File: src/rtl/wb_arbiter.sv
`default_nettype none
// ============================================================================
//  Module      : wb_arbiter
//  Description : Round-robin Wishbone arbiter granting one of NUM_M masters
//                access to a single slave. Optional stall watchdog enabled by
//                defining WB_ARB_TIMEOUT_EN (force-terminates a transfer with
//                an error after TIMEOUT stalled cycles).
//  Revision    : 1.0 - initial release
// ============================================================================
module wb_arbiter #(
    parameter int NUM_M   = 4,
    parameter int TIMEOUT = 1000
) (
    input  logic                       clk,
    input  logic                       rst_n,
    input  logic [NUM_M-1:0]           m_cyc_i,
    input  logic [NUM_M-1:0]           m_stb_i,
    output logic [NUM_M-1:0]           m_ack_o,
    output logic [NUM_M-1:0]           m_err_o,
    output logic [NUM_M-1:0]           gnt_o,
    output logic [$clog2(NUM_M)-1:0]   owner_o,
    output logic                       s_cyc_o,
    output logic                       s_stb_o,
    input  logic                       s_ack_i,
    input  logic                       s_err_i,
    output logic                       timeout_o
);

    localparam int            OW       = $clog2(NUM_M);
    localparam logic [OW:0]   C_NUM_M  = (OW+1)'(NUM_M);

    localparam logic [1:0]    ST_IDLE  = 2'd0;
    localparam logic [1:0]    ST_GRANT = 2'd1;
`ifdef WB_ARB_TIMEOUT_EN
    localparam logic [1:0]    ST_TERM  = 2'd2;
    localparam logic [15:0]   C_LIMIT  = 16'(TIMEOUT - 1);
`endif

    logic [1:0]        state_q, state_d;
    logic [OW-1:0]     owner_q, owner_d;
    logic [OW-1:0]     last_owner_q, last_owner_d;
    logic [NUM_M-1:0]  gnt_q, gnt_d;

    logic              rr_found;
    logic [OW:0]       rr_sum;
    logic [OW-1:0]     rr_cand;
    logic [OW-1:0]     rr_win;
    logic [NUM_M-1:0]  rr_gnt;

`ifdef WB_ARB_TIMEOUT_EN
    logic [15:0]       stall_q, stall_d;
    logic              stalled;
`else
    logic              unused_timeout;
    assign unused_timeout = (TIMEOUT > 0);
`endif

    // Round-robin search starting one past the last owner, wrapping at NUM_M
    always_comb begin
        rr_found = 1'b0;
        rr_win   = last_owner_q;
        rr_sum   = '0;
        rr_cand  = '0;
        rr_gnt   = '0;
        for (int i = 1; i <= NUM_M; i++) begin
            rr_sum = {1'b0, last_owner_q} + (OW+1)'(i);
            if (rr_sum >= C_NUM_M) begin
                rr_sum = rr_sum - C_NUM_M;
            end
            rr_cand = rr_sum[OW-1:0];
            if (!rr_found && m_cyc_i[rr_cand]) begin
                rr_found = 1'b1;
                rr_win   = rr_cand;
            end
        end
        rr_gnt[rr_win] = 1'b1;
    end

    // Slave/master routing: only the owner sees the bus while granted
    always_comb begin
        s_cyc_o = 1'b0;
        s_stb_o = 1'b0;
        m_ack_o = '0;
        m_err_o = '0;
        if (state_q == ST_GRANT) begin
            s_cyc_o          = m_cyc_i[owner_q];
            s_stb_o          = m_stb_i[owner_q];
            // An error takes precedence over a simultaneous ack
            m_ack_o[owner_q] = s_ack_i & ~s_err_i;
            m_err_o[owner_q] = s_err_i;
        end
`ifdef WB_ARB_TIMEOUT_EN
        if (state_q == ST_TERM) begin
            m_err_o[owner_q] = 1'b1;
        end
`endif
    end

`ifdef WB_ARB_TIMEOUT_EN
    assign stalled   = s_stb_o & ~s_ack_i & ~s_err_i;
    assign timeout_o = (state_q == ST_TERM);
`else
    assign timeout_o = 1'b0;
`endif

    // Next-state logic: grant on request, release when the owner drops CYC
    always_comb begin
        state_d      = state_q;
        owner_d      = owner_q;
        last_owner_d = last_owner_q;
        gnt_d        = gnt_q;
`ifdef WB_ARB_TIMEOUT_EN
        stall_d      = '0;
`endif
        case (state_q)
            ST_IDLE: begin
                if (|m_cyc_i) begin
                    state_d      = ST_GRANT;
                    owner_d      = rr_win;
                    last_owner_d = rr_win;
                    gnt_d        = rr_gnt;
                end
            end
            ST_GRANT: begin
                if (!m_cyc_i[owner_q]) begin
                    state_d = ST_IDLE;
                    gnt_d   = '0;
                end
`ifdef WB_ARB_TIMEOUT_EN
                else if (stalled) begin
                    if (stall_q == C_LIMIT) begin
                        state_d = ST_TERM;
                        gnt_d   = '0;
                    end else begin
                        stall_d = stall_q + 16'd1;
                    end
                end
`endif
            end
`ifdef WB_ARB_TIMEOUT_EN
            ST_TERM: begin
                state_d = ST_IDLE;
            end
`endif
            default: begin
                state_d = ST_IDLE;
                gnt_d   = '0;
            end
        endcase
    end

    // State registers; master 0 wins first after reset
    always_ff @(posedge clk or negedge rst_n) begin
        if (!rst_n) begin
            state_q      <= ST_IDLE;
            owner_q      <= '0;
            last_owner_q <= OW'(NUM_M - 1);
            gnt_q        <= '0;
`ifdef WB_ARB_TIMEOUT_EN
            stall_q      <= '0;
`endif
        end else begin
            state_q      <= state_d;
            owner_q      <= owner_d;
            last_owner_q <= last_owner_d;
            gnt_q        <= gnt_d;
`ifdef WB_ARB_TIMEOUT_EN
            stall_q      <= stall_d;
`endif
        end
    end

    assign gnt_o   = gnt_q;
    assign owner_o = owner_q;

endmodule
`default_nettype wire

File: config.mk
export PLATFORM = sky130hd
export DESIGN_NAME = wb_arbiter
export DESIGN_NICKNAME = d
export VERILOG_FILES = /design/src/rtl/wb_arbiter.sv
export SDC_FILE = /design/constraint.sdc
export NUM_CORES = 1
export LEC_CHECK = 0
export CAP_MARGIN = 20
export CORE_MARGIN = 4
export CORE_UTILIZATION = 34
export DETAILED_ROUTE_END_ITERATION = 12
export GPL_TIMING_DRIVEN = 0
export PLACE_DENSITY = 0.73
export RECOVER_POWER = 25
export SKIP_CTS_REPAIR_TIMING = 1
export SLEW_MARGIN = 30
export SYNTH_ARGS = -nofsm -noshare
export SYNTH_HDL_FRONTEND = slang
export SYNTH_SLANG_ARGS = --single-unit
File: constraint.sdc
create_clock -name clk -period 1.5 [get_ports clk]
set_clock_uncertainty 0.05 [all_clocks]
set_input_delay 0.45 -clock clk [delete_from_list [all_inputs] [get_ports clk]]
set_output_delay 0.45 -clock clk [all_outputs]
set_load 0.05 [all_outputs]
---- Word-level counts from Yosys, hierarchy flattened ----
Index checks and enable logic that the tools add are counted.
cells by class
  bitwise operators ....................... 4
  add/subtract/negate cells ............... 8
  mux-type cells .......................... 37
  reductions and logical operators ........ 12
  equality and inequality tests ........... 3
  $lt $le $gt $ge ......................... 12
operators by type and width
  cell                                                         count
  two-way mux 2 bit                                            10
  less-than comparator 2 x 3 -> 1 bit (second input constant)  6
  two-way mux 4 bit                                            4
  two-way mux 1 bit                                            13
  binary-select mux 1 bit (select 2 bit)                       6
  >= comparator 3 bit (second input constant)                  4
  bitwise AND 4 bit                                            2
  one-hot mux 4 bit (2 select lines)                           1
  subtractor 2 x 1 -> 2 bit (second input constant)            4
  adder 2 x 2 -> 3 bit (second input constant)                 2
  logical AND 1 bit                                            5
  demux 1 bit (select 2 bit)                                   2
  >= comparator 2 x 1 -> 1 bit (second input constant)         2
  != test 2 bit (second input constant)                        2
  one-hot mux 2 bit (2 select lines)                           1
  AND reduction 2 bit                                          2
  OR reduction 4 bit                                           1
  adder 2 x 1 -> 3 bit (second input constant)                 1
  adder 2 x 3 -> 3 bit (second input constant)                 1
  zero test 1 bit                                              3
  equality test 2 x 1 -> 1 bit (second input constant)         1
  zero test 2 bit                                              1
  bitwise AND 1 bit                                            1
  inverter 1 bit                                               1
word-level totals
  register bits after elaboration ......... 10
  output and inout bits ................... 17
  logic and storage cells ................. 80
  input bits .............................. 12

---- Longest topological paths before layout ----
  depth in word-level cells ............... 21
  mapped depth ............................ 4
  gate-level depth less buffers ........... 4

---- Worst setup path before layout ----
Ideal clock, no wire load.
  path kind ............................... register to output
  start ................................... register owner_q[1], in the netlist owner_o[1]
  end ..................................... output port m_ack_o[0]
  arrival ................................. 1.786 ns
  stages on the path, launching flop included .. 3
  data required time ...................... 1.000 ns
  buffers on the path ..................... 0
  path slack .............................. -0.786 ns
  cells stage by stage .................... dfrtp_1 or3b_2 nor2_1
on the way
  word-level cells in the longest chain between the ends .. 6
  elaborated cells between the ends (all ways) .. 7
  those cells by class .................... order compare: 2; mux: 3; bitwise: 1; reduce/logical: 1
ends and longest elaborated chain
  element                                                                                                    line  RTL
  start, declared                                                                                            40    logic [OW-1:0] owner_q, owner_d;
  start signal, assigned                                                                                     164   owner_q <= owner_d;
  less-than comparator 2 x 3 -> 1 bit (not written as such) or >= comparator 2 x 1 -> 1 bit (tied branches)  89    m_ack_o[owner_q] = s_ack_i & ~s_err_i;
  logical AND 1 bit (not written as such)                                                                    89
  two-way mux 1 bit (not written as such)                                                                    89
  demux 1 bit (select 2 bit) (*)                                                                             89
  bitwise AND 4 bit (no line) (*)                                                                            -
  two-way mux 4 bit (*)                                                                                      85    if (state_q == ST_GRANT) begin
  end, declared                                                                                              18    output logic [NUM_M-1:0] m_ack_o,
Every way passes the cells marked *; elsewhere a longest branch is shown, timed or not.

---- Final worst setup path ----
  start ................................... register owner_q[0], in the netlist owner_o[0]
  end ..................................... output port s_cyc_o
on the way
  word-level cells in the longest chain between the ends .. 3
ends and longest elaborated chain
  element                                  line  RTL
  binary-select mux 1 bit (select 2 bit)   86    s_cyc_o = m_cyc_i[owner_q];
  two-way mux 1 bit (not written as such)  86
  two-way mux 1 bit                        85
  end, declared                            22    output logic s_cyc_o,
No other way between the ends. The select of a mux whose other input is x is not followed.

==> results.py <==
metrics = {
    "clocking": {
        "clk_latency_ns": 0.26,
        "path_clk_slew_ns": 0.06,
        "cts_tree": "done",
        "cts.sinks": 9,
        "root_buffer": "clkbuf_4",
        "max-clock-path-buffers": 2,
        "cts_buffers": 3,
        "htreeDepth": 1,
    },
    "die": {
        "core-area_mm2": 0.00156,
        "die_x_um": 49.2,
        "ios": 29,
        "rows": 14,
        "die_area_mm2": 0.00242,
        "die_h_um": 49.2,
        "start_util_pct": 37.0,
    },
    "detailed_routing": {
        "drtIter0Drc": 18,
        "wl_per_cell_um": 14.9,
        "drc": 0,
        "drt_pass1_iterations": 4,
        "vias": 592,
        "drt-total-wl_mm": 1.69,
        "ant_nets": 0,
        "via_per_inst": 5.24,
    },
    "synth": {
        "synth-xor-area-share_pct": 0,
        "yosysTopAreaCellShare_pct": 30.4,
        "synthSimpleGateAreaFrac_pct": 31.2,
        "synthesis.nets": 74,
        "ys_seq_elements": 9,
        "synth_compound_area_share_pct": 15.0,
        "synthArstFlopShare_pct": 100,
        "synth.top_cells.by_count": "nor2_1 (13), dfrtp_1 (7), nand2b_1 (5)",
        "ys_top_cells_by_area": "dfrtp_1 (30%), dfstp_2 (9.1%), nor2_1 (8.5%)",
        "synth_fa_ha_area_share_pct": 0,
        "synth_top_family_by_area": "simple AND/OR/NAND/NOR gates",
        "netlist_area_um2": 577,
        "synth_edf_count": 0,
        "synthMuxAreaShare_pct": 12.4,
        "synth_top_flop_cell": "dfrtp_1",
        "ys_warn_count": 0,
        "synth-seq-area-share_pct": 39.5,
        "synth_cell_type_count": 24,
        "avgSynthCellArea_um2": 9.30,
        "post-synth-top-count-cell": "nor2_1",
        "syn_inst": 62,
        "synth_top_cell_by_area": "dfrtp_1",
    },
    "worst_setup_path": {
        "r2r_cells": 5,
        "crit_type": "flop to primary output",
        "r2r_end": "gnt_o[3]$_DFFE_PN0P_",
        "timing.rr.start": "owner_o[0]$_DFFE_PN0P_",
        "cp_data_arrival_time_ns": 1.56,
        "worstPathRequired_ns": 1.00,
        "r2r_slack_ns": -0.28,
        "end_kind": "primary output",
        "start_kind": "flop",
        "crit_path_max_fanout": 5,
    },
    "sta": {
        "setup_ws_ns": -0.563,
        "period_share_pct": 138,
        "setup_viol": 15,
        "drv_slew": 0,
        "final-hold-violation-count": 0,
        "fin_crit_ns": 2.06,
        "fmax_mhz": 485,
        "rsz0062_at_grt": "true",
    },
    "min_path": {
        "worstHoldPathType": "flop to flop",
        "hold_depth": 2,
        "hold_end": "gnt_o[0]$_DFFE_PN0P_",
        "worstHoldStart": "gnt_o[0]$_DFFE_PN0P_",
    },
    "cells_and_area": {
        "utilization_pct": 66.7,
        "antenna_cells": 0,
        "fin_area_mm2": 0.00104,
        "drive_above_1_share_pct": 57.7,
        "area_growth_pct": 80.3,
        "fin_nets": 110,
        "fillCellCount": 131,
    },
    "power": {
        "power.density_mw_per_mm2": 2240,
        "cellLeakagePower_nw": 0.519,
        "ir_worst_vdd_uv": 1090,
    },
    "placement": {
        "post-place-ws_ns": -1.32,
        "hpwl_mm": 1.25,
        "routabilityCongestion": 0.767,
        "numPortBuffers": 27,
        "place_area_um2": 946,
    },
    "outcome": {
        "violations": "negative setup slack",
        "status": "finished, violations left",
    },
    "grt": {
        "grt_pass1_wl_mm": 2.33,
        "met3_usage_pct": 4.28,
        "grtUsageMet2_pct": 20.3,
        "grt_max_degree": 10,
        "overflow": 0,
        "track_usage_pct": 12.6,
        "grt-busiest-layer": "met2",
        "grt_pass1_vias": 490,
        "met1_usage_pct": 16.1,
        "antenna_found_initial": 0,
    },
    "flow_run": {
        "drv_cap": 0,
    },
}
-- power by group --
group / internal, mW / switching [mW] / leakage [nW]
registers: 0.383 / 0.146 / 0.106
clock network: 0.0985 / 0.0879 / 0.0177
logic: 0.636 / 0.980 / 0.395
total: 1.12 / 1.21 / 0.519
-- kinds of logic after synthesis --
logic type / count (synthesis)
other: 1
muxes: 4
and+or+nand+nor: 34
buffers and inverters: 1
DFF: 9
AOI/OAI and AO/OA: 13
-- layout make-up --
type	instances	area [um^2]	share of cell area, %
repair buffers	31	304	29.2
well taps	16	20.0	1.93
plain buffers	1	7.51	0.722
clock inverters	1	5.00	0.481
multi-input cells	52	449	43.2
clock buffers	3	22.5	2.17
flip-flops and latches	9	231	22.3
-- how the worst max path moves through the flow --
stage | from | end | slack (ns) | cells past startpoint
finish | owner_o[0]$_DFFE_PN0P_ | s_cyc_o | -0.56 | 3
floorplan | owner_o[0]$_DFFE_PN0P_ | s_cyc_o | -0.33 | 2
detailed placement | m_cyc_i[3] | s_cyc_o | -1.32 | 4
global route | owner_o[0]$_DFFE_PN0P_ | s_cyc_o | -0.61 | 3
global placement | m_cyc_i[3] | s_cyc_o | -1.29 | 4
CTS | m_cyc_i[3] | s_cyc_o | -1.34 | 4
-- state kept, by name, summed over array words and instances, names as in the netlist --
register	flops
gnt_o	4
last_owner_q	2
owner_o	2
state_q	1
-- layout by cell type (no fill, tap or decap), drive strengths merged --
cell,Yosys,layout
dlygate4sd3,0,1
o31ai,2,2
dfrtp,7,7
dfstp,2,2
mux2,2,2
and2,2,2
dlymetal6s2s,0,10
nand3,3,3
and3,3,3
nor2,13,13
or3b,1,1
clkinv,0,1
a31o,2,2
buf,1,12
nand2,3,3
nor2b,2,2
conb,1,1
o21ai,4,4
a21o,2,2
nand3b,1,1
clkbuf,0,12
a21oi,3,3
nand2b,6,6
mux4,2,2
-- routing by layer --
| layer | part of all wire [%] | vias up |
|---|---|---|
| li1 | - | 291 |
| met1 | 43 | 281 |
| met2 | 52 | 18 |
| met3 | 4.5 | 2 |
| met4 | 1.0 | 0 |
| met5 | 0 | - |
-- critical path, stage by stage, from the launching register on --
cell     delay [ns]
dfrtp_2        0.43
mux4_2         0.54
and2_4         0.18
buf_6          0.14
-- per-stage QoR --
step | setup TNS (ns) | total power, mW | instances | hold WS (ns)
global route | -5.19 | 2.44 | 113 | 0.502
floorplan | -2.94 | 1.58 | 62 | 0.104
detailed placement | -16.88 | 2.01 | 105 | 0.454
CTS | -16.40 | 2.20 | 109 | 0.445
global placement | -16.54 | 1.98 | 105 | 0.439
finish | -4.45 | 2.33 | 113 | 0.462
(Power assumes the default switching activity.)
==> RTL change 1, RTL diff (same flow settings) <==
Build with the macro `WB_ARB_TIMEOUT_EN` defined.
--- a/src/rtl/wb_arbiter.sv
+++ b/src/rtl/wb_arbiter.sv
@@ -7,6 +7,8 @@
 //                an error after TIMEOUT stalled cycles).
 //  Revision    : 1.0 - initial release
 // ============================================================================
+`define WB_ARB_TIMEOUT_EN
+
 module wb_arbiter #(
     parameter int NUM_M   = 4,
     parameter int TIMEOUT = 1000
Check against the original RTL: same outputs for any inputs over 10 cycles, from zero or initial values and one cycle with rst_n low; that may be too few to reach the edited logic, so the function may still have changed.
==> RTL change 1 against the unedited design <==
- worst setup slack lost 0.047 ns
- sequential cell count up 17
- largest cell class unchanged
- routed wire length is 130% higher
- the flow still finishes with violations (setup timing)
- total power grew 46%
- synthesized area increased to 2.6 times the old value
- cell count rose by 130%
- design area up 120%
- sequential power rose by 78%
- hold slack lost 0.33 ns
- utilization decreased by 11 points
==> RTL change 1: results (changes against the unedited design) <==
metric;value;unit;change
status;finished with violations;;
failing checks;setup timing;;
FILL cells;357;;+170%
Crit Path Max Fanout;4;;-1
part of the Yosys area used for sequential elements;43.79;%;+4.3 points
FF-to-FF setup slack;-0.46;ns;-0.18 ns
Via Count;1397;;+140%
R2R cell count;6;;+1
DP Area;1973;um2;+110%
worst reg2reg startpoint;stall_q[10];;
Final clock-cell share;2.382;%;-0.27 points
Compound-Gate Fraction of Synth Area;11.91;%;-3.1 points
multi-input combinational area share;40.17;%;-3.0 points
DR DRC count;0;;unchanged
inverter count;6;;+6
RR Endpoint;stall_q[3];;
port bufs;28;;+3.7%
WL met1;1787;um;+150%
syn nets;169;;+130%
library cells used by synthesis;44;;+83%
Synth Area in Adders;0.8389;%;+0.84 points
Worst EP arrival;1.61;ns;+0.05 ns
vias in the first global route;1233;;+150%
top cells by area, synth;dfrtp_1, nor2_2, dfstp_2;;
DR vias/cell;5.373;;+2.6%
Post-Synth XOR/XNOR Area;5.285;%;+5.3 points
Avg Inst Size Synth;9.560;um2;+2.8%
clock-pin transition on the worst setup and hold timing paths;0.10;ns;+0.04 ns
Post-synth top cells;dfrtp_1, nor2_1, a21oi_1, nor2_2;;
Post-layout nets;224;;+100%
Non-clock buffer share;25.18;%;-4.8 points
final setup violation count;35;;+20
Cells after Synth;156;;+150%
Final Worst Setup Slack;-0.6099;ns;-0.04689 ns
Multi-In Gates;119;;+130%
largest net degree at the start of global routing;27;;+17
crit-path max cell delay;0.52;ns;-0.02 ns
Total GRT Usage;13.21;%;+0.61 points
Post-DP HPWL;2570;um;+110%
TNS Setup;-13.29;ns;-8.833 ns
met2 usage;21.06;%;+0.75 points
first-pass GRT wire length;5692;um;+140%
Hold WC Path Type;input port to async pin;;
bufs w/o clock;55;;+72%
WHS;0.1350;ns;-0.3269 ns
# clk buffers;4;;+1
Largest register FFs;16;;+12
share of cells above drive strength 1;46.67;%;-11 points
-- RTL change 1: changes by cell type in the layout (fill, tap and decap cells not counted), sizes merged, moves of 4 or more --
cell / delta
dfrtp: +17
inv: +6
or3: +5
a21oi: +7
nor2: +9
nand2: +4
nor3: +7
nor4: +5
o22ai: +4
xnor2: +6
buf: +24
nand3: +4
-- RTL change 1: critical path: cells and delay by family (launching register included) --
family / cells / cell delay, ns
multiplexers: 1 / 0.52
flip-flops: 1 / 0.38
AND/OR/NAND/NOR: 1 / 0.17
buffers and inverters: 2 / 0.25
-- RTL change 1: power by group --
| part | total (mW) | internal (mW) | leakage [nW] | switching (mW) |
|---|---|---|---|---|
| clock network | 0.461 | 0.235 | 0.0288 | 0.226 |
| logic | 2.00 | 0.881 | 0.631 | 1.12 |
| registers | 0.938 | 0.843 | 0.338 | 0.0949 |
==> RTL change 2, RTL diff (same settings) <==
Made on the original files. Reset style: synchronous (`rst_n`), changed in one clocked block.
--- a/src/rtl/wb_arbiter.sv
+++ b/src/rtl/wb_arbiter.sv
@@ -150,7 +150,7 @@
     end
 
     // State registers; master 0 wins first after reset
-    always_ff @(posedge clk or negedge rst_n) begin
+    always_ff @(posedge clk) begin
         if (!rst_n) begin
             state_q      <= ST_IDLE;
             owner_q      <= '0;
Function: differs if rst_n is asserted again (counterexample within 4 cycles, from zero or initial values and one cycle with rst_n low); with rst_n held inactive, the same outputs for 10 cycles.
==> RTL change 2 against the unedited design <==
- the flow still finishes with violations (setup timing)
- critical endpoint unchanged
- worst setup slack improved by 0.035 ns
- routed wire length is 1.8% lower
- synthesized area down 2.8%
- cell count is 8.0% higher
- sequential cell count is the same
- non-clock buffer count rose by 8
- design area up 4.7%
Power is not compared: it rests on default switching activity, and its combinational part moved more than twofold at a synthesized area within 25%.
==> RTL change 2: results (changes against the unedited design) <==
metric;value;unit;change
crit-path max cell delay;0.50;ns;-0.04 ns
CTS H-Tree Depth;1;;unchanged
Compound-Gate Fraction of Synth Area;20.54;%;+5.6 points
top cells by area, synth;dfxtp_1, a32o_1, nor2_1;;
Post-Synth XOR/XNOR Area;0;%;unchanged
final setup violation count;16;;+1
yosys warns;0;;unchanged
library cells used by synthesis;30;;+25%
Final GP Congestion;0.8338;;+8.7%
Async SR Flop Fraction;0;%;-100 points
clk buf depth;2;;unchanged
initial DRC count;16;;-2
main combinational cell family by area after synthesis;simple AND/OR/NAND/NOR gates;;
first-pass GRT wire length;2428;um;+4.4%
VDD IR-drop max;0.6035;mV;
failing checks;setup timing;;
syn nets;77;;+4.1%
DP Worst Slack;-1.294;ns;+0.02925 ns
first drt pass iteration count;3;;-1
Final Worst Setup Slack;-0.5280;ns;+0.03505 ns
Crit Path Max Fanout;6;;+1
share of cells above drive strength 1;50.00;%;-7.7 points
vias in the first global route;599;;+22%
port bufs;27;;unchanged
CTS buffer count;3;;unchanged
Worst EP arrival;1.53;ns;-0.03 ns
Total GRT Usage;12.49;%;-0.11 points
part of the Yosys area used for sequential elements;32.14;%;-7.3 points
Post-DP HPWL;1168;um;-6.5%
Top FF cell, synth;dfxtp_1;;
Post-synth top cells;nor2_1, dfxtp_1, a32o_1, nand2b_1, o21ai_0;;
FILL cells;120;;-8.4%
status;finished with violations;;
final total power;944.9;uW;
Buf/Inv on CP;2;;+1
DR vias/cell;5.344;;+2.0%
multiplexer area fraction after synthesis;8.705;%;-3.7 points
wirelength, routed;1658;um;-1.8%
Post-layout nets;119;;+8.2%
P_comb;468;uW;
Largest register FFs;4;;unchanged
Max-slew headroom;65.32;%;
[RTL change 2: changes by cell type in the layout (fill, tap and decap cells not counted), sizes merged, moves of 3 or more]
cell and change:
buf +11, dfxtp +9, dfrtp -7, a32o +4, nand3 -3, nor2 -3, nor3 +3
[RTL change 2: through the flow]
| step | cell area, um2 | instances | hold WS, ns | TNS, ns | util (%) |
|---|---|---|---|---|---|
| floorplan | 639.4 | 65 | 0.4489 | -3.023 | - |
| global placement | 929.6 | 108 | 0.4038 | -17.48 | 61.00 |
| detailed placement | 929.6 | 108 | 0.4078 | -17.68 | 61.00 |
| CTS | 955.9 | 112 | 0.4213 | -16.99 | 62.73 |
| global route | 1089 | 122 | 0.4395 | -4.436 | 71.43 |
| finish | 1089 | 122 | 0.4152 | -3.747 | 71.43 |
[RTL change 2: worst paths after layout]
| path | startpoint | end | slack, ns | depth (start not counted) |
|---|---|---|---|---|
| worst max-delay path | owner_o[1] | s_cyc_o | -0.53 | 4 |
| worst min-delay path | gnt_o[1] | gnt_o[1] | 0.42 | 1 |
| worst max register to register | owner_o[1] | gnt_o[0] | -0.15 | 5 |
| worst min register to register | gnt_o[1] | gnt_o[1] | 0.42 | 1 |
[RTL change 2: final cells by class]
class                      instances  area share (%)
sequential                         9           17.59
inverter                           1          0.3448
tap                               16           1.839
multi-input combinational         52           40.23
buffer                             3           3.448
timing repair buffer              37           34.14
clock buffer                       4           2.414
[RTL change 2: routing by layer]
layer  GRT usage (%)  part of all wire, %  wire length [um]  up-vias
met5               0                    0                 0        -
li1                -                    -                 -      317
met3           2.454                  5.9                98        3
met2           22.83                   55               905       23
met1           13.67                   38               636      309
met4           5.381                  1.0                17        0
